$ cat src/rtl/pipeline_fetch_control.sv
// pipeline_fetch_control
//   Front end of the 64-bit LEGv8 pipeline. It owns the fetch PC, the fetch
//   register (IR) and the decoder. B, CBZ and B.cond resolve in decode. A
//   taken branch squashes the slot behind it. A load followed by a dependent
//   consumer holds the front end for one bubble cycle.
//
//   Optional build macro: PIPELINE_FETCH_PERF_EN adds the stall and squash
//   event counters stall_cnt and squash_cnt, which saturate at all-ones.
//
// Ports
//   clk                       single clock, all state on posedge
//   reset                     synchronous, active-low
//   imem_addr   out  PC_W     fetch address (PC_F)
//   imem_data   in   32       instruction at imem_addr, same cycle
//   earlyZero   in   1        forwarded Rt==0 for CBZ
//   zero/negative/overflow/carry_out in   latched ALU flags for B.cond
//   instruction out  32       decode-stage word, or BUBBLE while stalled
//   Reg2Loc..weFlags, ALUOp   decoded controls (all zero on stall)
//   stall       out  1        load-use bubble this cycle
//   stall_cnt, squash_cnt     event counters (PIPELINE_FETCH_PERF_EN only)
module pipeline_fetch_control #(
   parameter int              PC_W     = 64,
   parameter logic [PC_W-1:0] RESET_PC = '0,
   parameter logic [31:0]     BUBBLE   = 32'h0000_03FF
) (
   input  logic            clk,
   input  logic            reset,
   output logic [PC_W-1:0] imem_addr,
   input  logic [31:0]     imem_data,
   input  logic            earlyZero,
   input  logic            zero,
   input  logic            negative,
   input  logic            overflow,
   input  logic            carry_out,
   output logic [31:0]     instruction,
   output logic            Reg2Loc,
   output logic            RegWrite,
   output logic            MemWrite,
   output logic            MemToReg,
   output logic            ALUSrc,
   output logic            weFlags,
   output logic [2:0]      ALUOp,
   output logic            stall
`ifdef PIPELINE_FETCH_PERF_EN
   ,
   output logic [31:0]     stall_cnt,
   output logic [31:0]     squash_cnt
`endif
);

   logic [PC_W-1:0] pc_f_q, pc_f_d, pc_d_q, pc_d_d;
   logic [31:0]     ir_q, ir_d;
   logic [4:0]      ld_rd_q, ld_rd_d;
   logic            ld_v_q, ld_v_d;

   logic            dec_r2l, dec_rw, dec_mw, dec_m2r, dec_as, dec_wf;
   logic [2:0]      dec_op;
   logic            rd_rn, rd_b, is_b, is_cbz, is_bcond;
   logic            cond_ok, taken;
   logic [4:0]      b_src;
   logic [PC_W-1:0] br_off;

   always_comb begin
      dec_r2l  = 1'b0;
      dec_rw   = 1'b0;
      dec_mw   = 1'b0;
      dec_m2r  = 1'b0;
      dec_as   = 1'b0;
      dec_wf   = 1'b0;
      dec_op   = 3'b000;
      rd_rn    = 1'b0;
      rd_b     = 1'b0;
      is_b     = 1'b0;
      is_cbz   = 1'b0;
      is_bcond = 1'b0;
      if (ir_q[31:22] == 10'b1001000100) begin          // ADDI
         dec_rw = 1'b1; dec_as = 1'b1; dec_op = 3'b010; rd_rn = 1'b1;
      end else if (ir_q[31:21] == 11'b10101011000) begin // ADDS
         dec_rw = 1'b1; dec_r2l = 1'b1; dec_wf = 1'b1; dec_op = 3'b010;
         rd_rn = 1'b1; rd_b = 1'b1;
      end else if (ir_q[31:21] == 11'b11101011000) begin // SUBS
         dec_rw = 1'b1; dec_r2l = 1'b1; dec_wf = 1'b1; dec_op = 3'b011;
         rd_rn = 1'b1; rd_b = 1'b1;
      end else if (ir_q[31:21] == 11'b10001010000) begin // AND
         dec_rw = 1'b1; dec_r2l = 1'b1; dec_op = 3'b100;
         rd_rn = 1'b1; rd_b = 1'b1;
      end else if (ir_q[31:21] == 11'b11001010000) begin // EOR
         dec_rw = 1'b1; dec_r2l = 1'b1; dec_op = 3'b110;
         rd_rn = 1'b1; rd_b = 1'b1;
      end else if (ir_q[31:21] == 11'b11010011010) begin // LSR (shamt, Rn only)
         dec_rw = 1'b1; dec_as = 1'b1; dec_op = 3'b001; rd_rn = 1'b1;
      end else if (ir_q[31:21] == 11'b11111000010) begin // LDUR
         dec_rw = 1'b1; dec_m2r = 1'b1; dec_as = 1'b1; dec_op = 3'b010;
         rd_rn = 1'b1;
      end else if (ir_q[31:21] == 11'b11111000000) begin // STUR reads Rt on port B
         dec_mw = 1'b1; dec_as = 1'b1; dec_op = 3'b010;
         rd_rn = 1'b1; rd_b = 1'b1;
      end else if (ir_q[31:26] == 6'b000101) begin
         is_b = 1'b1;
      end else if (ir_q[31:24] == 8'b10110100) begin     // CBZ tests Rt on port B
         is_cbz = 1'b1; rd_b = 1'b1;
      end else if (ir_q[31:24] == 8'b01010100) begin
         is_bcond = 1'b1;
      end
   end

   // Port B carries Rm for R-type, otherwise the Rt field.
   assign b_src = dec_r2l ? ir_q[20:16] : ir_q[4:0];

   // X31 is the zero register, so a load into it never creates a hazard.
   assign stall = ld_v_q && (ld_rd_q != 5'd31) &&
                  ((rd_rn && (ld_rd_q == ir_q[9:5])) || (rd_b && (ld_rd_q == b_src)));

   always_comb begin
      cond_ok = 1'b0;
      case (ir_q[3:0])
         4'h0: cond_ok = zero;
         4'h1: cond_ok = !zero;
         4'h2: cond_ok = carry_out;
         4'h3: cond_ok = !carry_out;
         4'hA: cond_ok = (negative == overflow);
         4'hB: cond_ok = (negative != overflow);
         4'hC: cond_ok = !zero && (negative == overflow);
         4'hD: cond_ok = zero || (negative != overflow);
         4'hE: cond_ok = 1'b1;
         default: cond_ok = 1'b0;
      endcase
   end

   // A stalled branch is re-evaluated next cycle with the forwarded operand.
   assign taken = !stall && (is_b || (is_cbz && earlyZero) || (is_bcond && cond_ok));

   assign br_off = is_b ? {{(PC_W-28){ir_q[25]}}, ir_q[25:0], 2'b00}
                        : {{(PC_W-21){ir_q[23]}}, ir_q[23:5], 2'b00};

   always_comb begin
      pc_f_d  = pc_f_q;
      pc_d_d  = pc_d_q;
      ir_d    = ir_q;
      ld_rd_d = ir_q[4:0];
      ld_v_d  = !stall && dec_m2r;
      if (!stall) begin
         pc_d_d = pc_f_q;
         if (taken) begin
            pc_f_d = pc_d_q + br_off;
            ir_d   = BUBBLE;
         end else begin
            pc_f_d = pc_f_q + PC_W'(4);
            ir_d   = imem_data;
         end
      end
   end

   always_ff @(posedge clk) begin
      if (!reset) begin
         pc_f_q  <= RESET_PC;
         pc_d_q  <= '0;
         ir_q    <= BUBBLE;
         ld_rd_q <= 5'd0;
         ld_v_q  <= 1'b0;
      end else begin
         pc_f_q  <= pc_f_d;
         pc_d_q  <= pc_d_d;
         ir_q    <= ir_d;
         ld_rd_q <= ld_rd_d;
         ld_v_q  <= ld_v_d;
      end
   end

   assign imem_addr   = pc_f_q;
   assign instruction = stall ? BUBBLE : ir_q;
   assign Reg2Loc     = dec_r2l && !stall;
   assign RegWrite    = dec_rw  && !stall;
   assign MemWrite    = dec_mw  && !stall;
   assign MemToReg    = dec_m2r && !stall;
   assign ALUSrc      = dec_as  && !stall;
   assign weFlags     = dec_wf  && !stall;
   assign ALUOp       = stall ? 3'b000 : dec_op;

`ifdef PIPELINE_FETCH_PERF_EN
   logic [31:0] stall_cnt_q, squash_cnt_q;

   always_ff @(posedge clk) begin
      if (!reset) begin
         stall_cnt_q  <= '0;
         squash_cnt_q <= '0;
      end else begin
         if (stall && (stall_cnt_q != 32'hFFFF_FFFF))
            stall_cnt_q <= stall_cnt_q + 32'd1;
         if (taken && (squash_cnt_q != 32'hFFFF_FFFF))
            squash_cnt_q <= squash_cnt_q + 32'd1;
      end
   end

   assign stall_cnt  = stall_cnt_q;
   assign squash_cnt = squash_cnt_q;
`endif

endmodule
$ cat config.mk
export PLATFORM = sky130hd
export DESIGN_NAME = pipeline_fetch_control
export DESIGN_NICKNAME = d
export VERILOG_FILES = /design/src/rtl/pipeline_fetch_control.sv
export SDC_FILE = /design/constraint.sdc
export NUM_CORES = 1
export LEC_CHECK = 0
export BUFFER_PORTS_ARGS = -buffer_cell sky130_fd_sc_hd__buf_2
export CAP_MARGIN = 5
export CORE_UTILIZATION = 45
export DETAILED_ROUTE_END_ITERATION = 7
export HOLD_SLACK_MARGIN = 0.06
export PLACE_DENSITY = 0.75
export SYNTH_ARGS = -nofsm -noshare
export SYNTH_HDL_FRONTEND = slang
export SYNTH_SLANG_ARGS = --single-unit
$ cat constraint.sdc
create_clock -name clk -period 11.9 [get_ports clk]
set_input_delay 2.38 -clock clk [delete_from_list [all_inputs] [get_ports clk]]
set_output_delay 2.38 -clock clk [all_outputs]
set_load 0.02 [all_outputs]
==> impl_metrics.env, run 1 <==
export IMPL_result_of_the_run="finished, final reports clean"
export IMPL_grt_first_pass_wirelength_mm=62.76
export IMPL_tritoncts="built"
export IMPL_cts_htree_levels=4
export IMPL_netlist_instances=1684
export IMPL_fp_row_count=60
export IMPL_synth_async_reset_ratio=0
export IMPL_areaGrowthSynthToFinish_pct=10.79
export IMPL_max_cap_violations=0
export IMPL_max_clock_skew_ns=0.01341
export IMPL_core_area_um2=26880
export IMPL_postLayoutSetupSlackWorst_ns=5.504
export IMPL_power_static_leakage_uw=0.005711
export IMPL_worst_path_max_fanout=83
export IMPL_wl_met3_mm=2.793
export IMPL_worst_setup_path_start_kind="flop"
export IMPL_highest_layer="met4"
export IMPL_finalSetupViolCount=0
export IMPL_critical_path_top_delay_family="simple AND/OR/NAND/NOR gates"
export IMPL_cp_cell_sequence="xnor2_1, nand4_2, a2111oi_2, nor2_1, o41ai_2, nand2b_4, buf_4, and2_1, buf_2"
export IMPL_wl_per_cell_um=18.51
export IMPL_min_delay_path_class="reg2reg"
export IMPL_unrepaired_setup_endpoints_after_global_routing="false"
export IMPL_cts_buffer_depth=2
export IMPL_post_synth_instance_area_um2=12270
export IMPL_clkLatencyLatePin_ns=0.45
export IMPL_yosys_top_cells_area="dfxtp_1, a21oi_1, nand2_1"
export IMPL_synth_fp_nets=1789
export IMPL_starting_density_of_the_core=0.4566
export IMPL_path_buf_inv=2
export IMPL_layout_nets=1848
export IMPL_drive_above_1_share=0.1338
export IMPL_finalCoreUtilization=0.5058
export IMPL_synth_top_area_cell="dfxtp_1"
export IMPL_power_total_uw=1324
export IMPL_cp_arrival_ns=4.02
export IMPL_hpwl_mm=27.00
export IMPL_power_per_cell_area_nw_per_um2=97.39
export IMPL_antenna_found_initial=0
export IMPL_post_cts_clock_slew_at_the_launch_and_capture_registers_of_the_worst_setup_and_hold_paths_ns=0.07
export IMPL_report_final_hold_viol_count=0
export IMPL_m1WireLength_mm=16.77
export IMPL_grt_remaining_overflow=0
export IMPL_synth_edff_count=0
export IMPL_timing_max_slew_rel_slack=0.3374
export IMPL_post_synth_top_count_cell="nand2_1"
export IMPL_drt_first_iter_violations=1123
export IMPL_synthDistinctLibCells=86
export IMPL_setup_worst_path_class="reg2out"
export IMPL_met2_length_mm=17.81
export IMPL_fin_tns_setup_ns=0
export IMPL_post_synth_top_cells="nand2_1, a21oi_1, dfxtp_1"
export IMPL_fp_dieH_um=167.1
export IMPL_die_w_um=167.1
export IMPL_clock_fmax_ghz=0.1564
export IMPL_first_global_vias=12130
export IMPL_clock_sinks=166
export IMPL_cts_buffers=17
export IMPL_drt_first_pass_iters=6
export IMPL_yosysTopAreaCellShare=0.2708
export IMPL_timing_max_transition_violations_final=0
export IMPL_routed_wl_mm=38.82
export IMPL_grt_util_all_layers=0.2755
export IMPL_slowest_delay_ns=0.59
export IMPL_critical_path_slowest_cell="dfxtp_1"
export IMPL_library_cell_used_as_clock_root_buffer="clkbuf_16"
export IMPL_cts_repair_timing_setup_buffer_count=0
export IMPL_drc=0
export IMPL_timing_final_crit_share=0.5375
export IMPL_required_ns=9.52
export IMPL_cp_end_kind="output pin"
export IMPL_worstMarginPinSlew_ns=0.9939
export IMPL_grt_max_degree=84
export IMPL_synth_seq_cells=166
export IMPL_count_of_cells_resized_by_post_cts_repair=0
export IMPL_detail_route_vias_per_cell=6.247
export IMPL_routed_via_count=13100
export IMPL_place_worst_setup_slack_ns=5.958
export IMPL_hold_buffers=0
export IMPL_diodes=0
export IMPL_power_ir_vdd_worst_uv=104.5
export IMPL_yosys_warnings=0
export IMPL_io_buffer_count=144
export IMPL_last_weighted_congestion_value_of_the_routability_driven_placer=0.9328
export IMPL_fin_crit_ns=6.396
export IMPL_drtAntennaViolNets=0
export IMPL_boundaryPins=145
export IMPL_die_area_um2=27930
export IMPL_synth_ff_type="dfxtp_1"
export IMPL_postSynthAreaPerCell_um2=7.287
export IMPL_synth_seq_area_share=0.2708
-- state kept, by name (all words and copies together), names as in the netlist --
name       flops
imem_addr     64
pc_d_q        64
ir_q          32
ld_rd_q        5
ld_v_q         1
-- worst min-delay path: stages, from the launching register on --
cell and delay (ns):
dfxtp_1 0.32, nand2_1 0.05, a21oi_1 0.05
-- area by class of cell --
class	count	area [µm²]
clock buffer	18	429.2
clock inverter	14	141.4
fill	2695	13280
inverter	21	80.08
multi-input combinational	1382	8387
sequential	166	3323
tap	341	426.7
timing repair buffer	155	807.0
-- report_power, final --
group	internal, µW	switching (µW)
Combinational	63.4	104
Sequential	570	24.7
Clock	294	268
Total	927	397
-- per-layer routing --
metal | GRT usage | vias up
met5 | 0 | -
met4 | 0.1304 | 0
met3 | 0.03853 | 112
met2 | 0.4526 | 610
met1 | 0.3565 | 6151
li1 | - | 6228
-- per-stage QoR --
stage | instances | instance area, µm² | hold WS, ns
after floorplan | 1684 | 12270 | 0.4322
after CTS | 2096 | 13580 | 0.4598
final | 2097 | 13590 | 0.4581
after detailed placement | 2064 | 13010 | 0.4476
after global routing | 2097 | 13590 | 0.4795
after global placement | 2064 | 13010 | 0.4414
-- worst paths after layout --
| path | start | end | slack, ns | cells after the start |
|---|---|---|---|---|
| setup / recovery | ir_q[24]$_SDFFE_PN0N_ | instruction[27] | 5.50 | 9 |
| hold reg to reg | pc_d_q[0]$_SDFFE_PN0N_ | imem_addr[0]$_SDFFE_PN0P_ | 0.46 | 2 |
| setup reg to reg | ir_q[28]$_SDFFE_PN0N_ | imem_addr[56]$_SDFFE_PN0N_ | 6.40 | 19 |
| hold / removal | pc_d_q[0]$_SDFFE_PN0N_ | imem_addr[0]$_SDFFE_PN0P_ | 0.46 | 2 |
-- cell usage in the layout, fill, tap and decap left out, types with 10 or more instances in the layout --
cell and count:
xnor2_1 38, nor2b_1 14, nand2_1 257, buf_4 10
ha_1 65, buf_2 144, inv_1 20, nand4_1 39
and2_1 35, nand3_1 74, and3_1 21, a211oi_1 15
o21ai_0 112, a31oi_1 16, a21o_1 50, a21oi_1 254
o21bai_1 12, nor2_1 96, nor3_1 45, dfxtp_1 166
mux2_2 19, o22ai_1 10, nand2b_1 23, clkbuf_16 17
xor2_1 25
-- cell families (layout without fill, tap and decap cells) --
kind of cell             Yosys count  in the layout  share of synthesized area
XOR/XNOR                          63             63                    0.04497
adder cells (fa/ha/maj)           66             66                    0.06791
multiplexers                      23             23                    0.02070
AND/OR/NAND/NOR                  665            665                     0.2671
flip-flops                       166            166                     0.2708
buffers and inverters            136            208                    0.04772
AO/OA/AOI/OAI                    565            565                     0.2808
(Power assumes the default switching activity.)
==> run 2: changes to the inputs <==
--- a/config.mk
+++ b/config.mk
@@ -10,7 +10,7 @@
 export CORE_UTILIZATION = 45
 export DETAILED_ROUTE_END_ITERATION = 7
 export HOLD_SLACK_MARGIN = 0.06
-export PLACE_DENSITY = 0.75
+export PLACE_DENSITY = 0.78
 export SYNTH_ARGS = -nofsm -noshare
 export SYNTH_HDL_FRONTEND = slang
 export SYNTH_SLANG_ARGS = --single-unit
==> constraint.sdc (replaced) <==
create_clock -name clk -period 5.4 [get_ports clk]
set_input_delay 1.08 -clock clk [delete_from_list [all_inputs] [get_ports clk]]
set_output_delay 1.08 -clock clk [all_outputs]
set_load 0.02 [all_outputs]
==> run 2 against run 1 <==
- global-route usage is 0.76 points higher
- register-to-register slack got worse by 6.1 ns
- utilization is 0.50 points higher
- final area is 0.99% higher
- cell count up 0.57%
- clock power is 130% higher
- largest power group unchanged
==> impl_metrics.env, run 2 (synthesis gave the netlist of run 1 again) <==
export IMPL_max_cap_violations=0
export IMPL_clkLatencyLatePin_ns=0.45
export IMPL_tritoncts="built"
export IMPL_finalSetupViolCount=0
export IMPL_report_final_hold_viol_count=0
export IMPL_areaGrowthSynthToFinish_pct=11.89
export IMPL_power_static_leakage_uw=0.005797
export IMPL_fp_dieH_um=167.1
export IMPL_die_w_um=167.1
export IMPL_cp_end_kind="flop"
export IMPL_drc=0
export IMPL_drtAntennaViolNets=0
export IMPL_cp_arrival_ns=5.44
export IMPL_cts_buffers=17
export IMPL_wl_per_cell_um=19.16
export IMPL_drt_first_iter_violations=1651
export IMPL_timing_max_slew_rel_slack=0.3325
export IMPL_timing_final_crit_share=0.9472
export IMPL_required_ns=5.73
export IMPL_min_delay_path_class="reg2reg"
export IMPL_detail_route_vias_per_cell=6.268
export IMPL_internal_power_uw=2142
export IMPL_worstMarginPinSlew_ns=1.001
export IMPL_post_cts_clock_slew_at_the_launch_and_capture_registers_of_the_worst_setup_and_hold_paths_ns=0.08
export IMPL_fp_row_count=60
export IMPL_result_of_the_run="finished, final reports clean"
export IMPL_timing_max_transition_violations_final=0
export IMPL_filler_cell_count=2660
export IMPL_unrepaired_setup_endpoints_after_global_routing="false"
export IMPL_setup_worst_path_class="reg2reg"
export IMPL_worst_path_max_fanout=26
export IMPL_clock_sinks=166
export IMPL_die_area_um2=27930
export IMPL_starting_density_of_the_core=0.4566
export IMPL_antenna_found_initial=0
export IMPL_clock_fmax_ghz=0.1955
export IMPL_power_per_cell_area_nw_per_um2=218.0
export IMPL_first_global_vias=11910
export IMPL_grt_remaining_overflow=0
export IMPL_drive_above_1_share=0.1397
export IMPL_hpwl_mm=29.17
export IMPL_core_area_um2=26880
export IMPL_cts_htree_levels=4
export IMPL_mostFrequentLayoutCell="nand2_1"
export IMPL_io_buffer_count=144
export IMPL_boundaryPins=145
export IMPL_power_ir_vdd_worst_uv=154.4
export IMPL_switching_share=0.2842
export IMPL_fin_tns_setup_ns=0
export IMPL_power_frac_comb=0.127
export IMPL_hold_buffers=0
export IMPL_clkPwrFrac=0.434
export IMPL_last_weighted_congestion_value_of_the_routability_driven_placer=0.9592
export IMPL_grt_max_degree=75
export IMPL_grt_util_all_layers=0.2830
export IMPL_layout_common_cells="nand2_1, a21oi_1, dfxtp_1"
export IMPL_grt_first_pass_wirelength_mm=63.83
export IMPL_routed_via_count=13220
export IMPL_library_cell_used_as_clock_root_buffer="clkbuf_16"
export IMPL_fin_crit_ns=5.115
export IMPL_cts_buffer_depth=2
export IMPL_place_worst_setup_slack_ns=0.3415
export IMPL_worst_setup_path_start_kind="flop"
export IMPL_layout_nets=1860
export IMPL_max_clock_skew_ns=0.01458
export IMPL_routed_wl_mm=40.41
export IMPL_diodes=0
export IMPL_drt_first_pass_iters=8
export IMPL_postLayoutSetupSlackWorst_ns=0.2851
export IMPL_net_switching_power_uw=850.4
export IMPL_power_share_of_the_sequential_group=0.438
## run 2: cell types whose count changed in the layout (fill, tap and decap cells not counted), sizes merged
cell and change:
inv -6, clkbuf +3, buf +12, clkinv +3, clkinvlp -2, bufinv +2
## run 2: path summary, 6_finish.rpt
check,slack [ns],end,start,cells after the start
worst max-delay path,0.29,imem_addr[62]$_SDFFE_PN0N_,ir_q[28]$_SDFFE_PN0N_,18
worst min-delay path,0.46,pc_d_q[56]$_SDFFE_PN0N_,pc_d_q[56]$_SDFFE_PN0N_,2
worst max register to register,0.29,imem_addr[62]$_SDFFE_PN0N_,ir_q[28]$_SDFFE_PN0N_,18
worst min register to register,0.46,pc_d_q[56]$_SDFFE_PN0N_,pc_d_q[56]$_SDFFE_PN0N_,2
## run 2: metal layers
layer | global-route usage | share of wire | up-vias
met1 | 0.3586 | 0.42 | 6250
met2 | 0.4859 | 0.48 | 638
met5 | 0 | 0 | -
li1 | - | - | 6256
met3 | 0.05011 | 0.079 | 75
met4 | 0.09134 | 0.025 | 0
## run 2: cell type report
cell class	instances	area (µm²)	share of cell area
clock buffers	21	450.4	0.03281
inverters	21	83.83	0.006106
multi-input cells	1382	8392	0.6112
repair buffers	167	905.9	0.06598
flip-flops and latches	166	3323	0.2420
well taps	341	426.7	0.03108
clock inverters	11	147.6	0.01075
## run 2: critical path, stage by stage (launching register included)
cell       delay [ns]
dfxtp_1          0.42
nor3b_2          0.30
and3b_1          0.29
nor2b_2          0.20
buf_4            0.33
mux2_2           0.38
ha_1             0.21
inv_1            0.07
fa_1             0.19
nor2b_1          0.08
o31a_1           0.28
o211ai_1         0.32
a31oi_1          0.18
a2111oi_0        0.53
nand2b_1         0.27
o221ai_1         0.28
a21oi_1          0.36
and4b_1          0.26
nor3_1           0.05
## run 2: metrics by stage
stage | utilization | cell area (µm²) | cells | total power [µW] | hold slack [ns]
after global placement | 0.4880 | 13120 | 2076 | 1702 | 0.4390
after detailed placement | 0.4880 | 13120 | 2076 | 1710 | 0.4512
after CTS | 0.5102 | 13710 | 2108 | 2986 | 0.4613
after global routing | 0.5108 | 13730 | 2109 | 3084 | 0.4837
after floorplan | - | 12270 | 1684 | 1582 | 0.4322
final | 0.5108 | 13730 | 2109 | 2992 | 0.4622
## run 2: repair_timing
item                       in CTS  in global routing
setup endpoints to repair       0                  8
hold endpoints to repair        0                  0
resized for setup               0                  2
setup buffers                   0                  1
## run 2: power groups by stage
stage	clock network, µW	registers (µW)	logic, µW
3_5_place_dp	0	1340	372
3_3_place_gp	0	1340	366
2_1_floorplan	0	1320	260
4_1_cts	1300	1310	375
5_1_grt	1360	1320	412
6_report	1300	1310	381
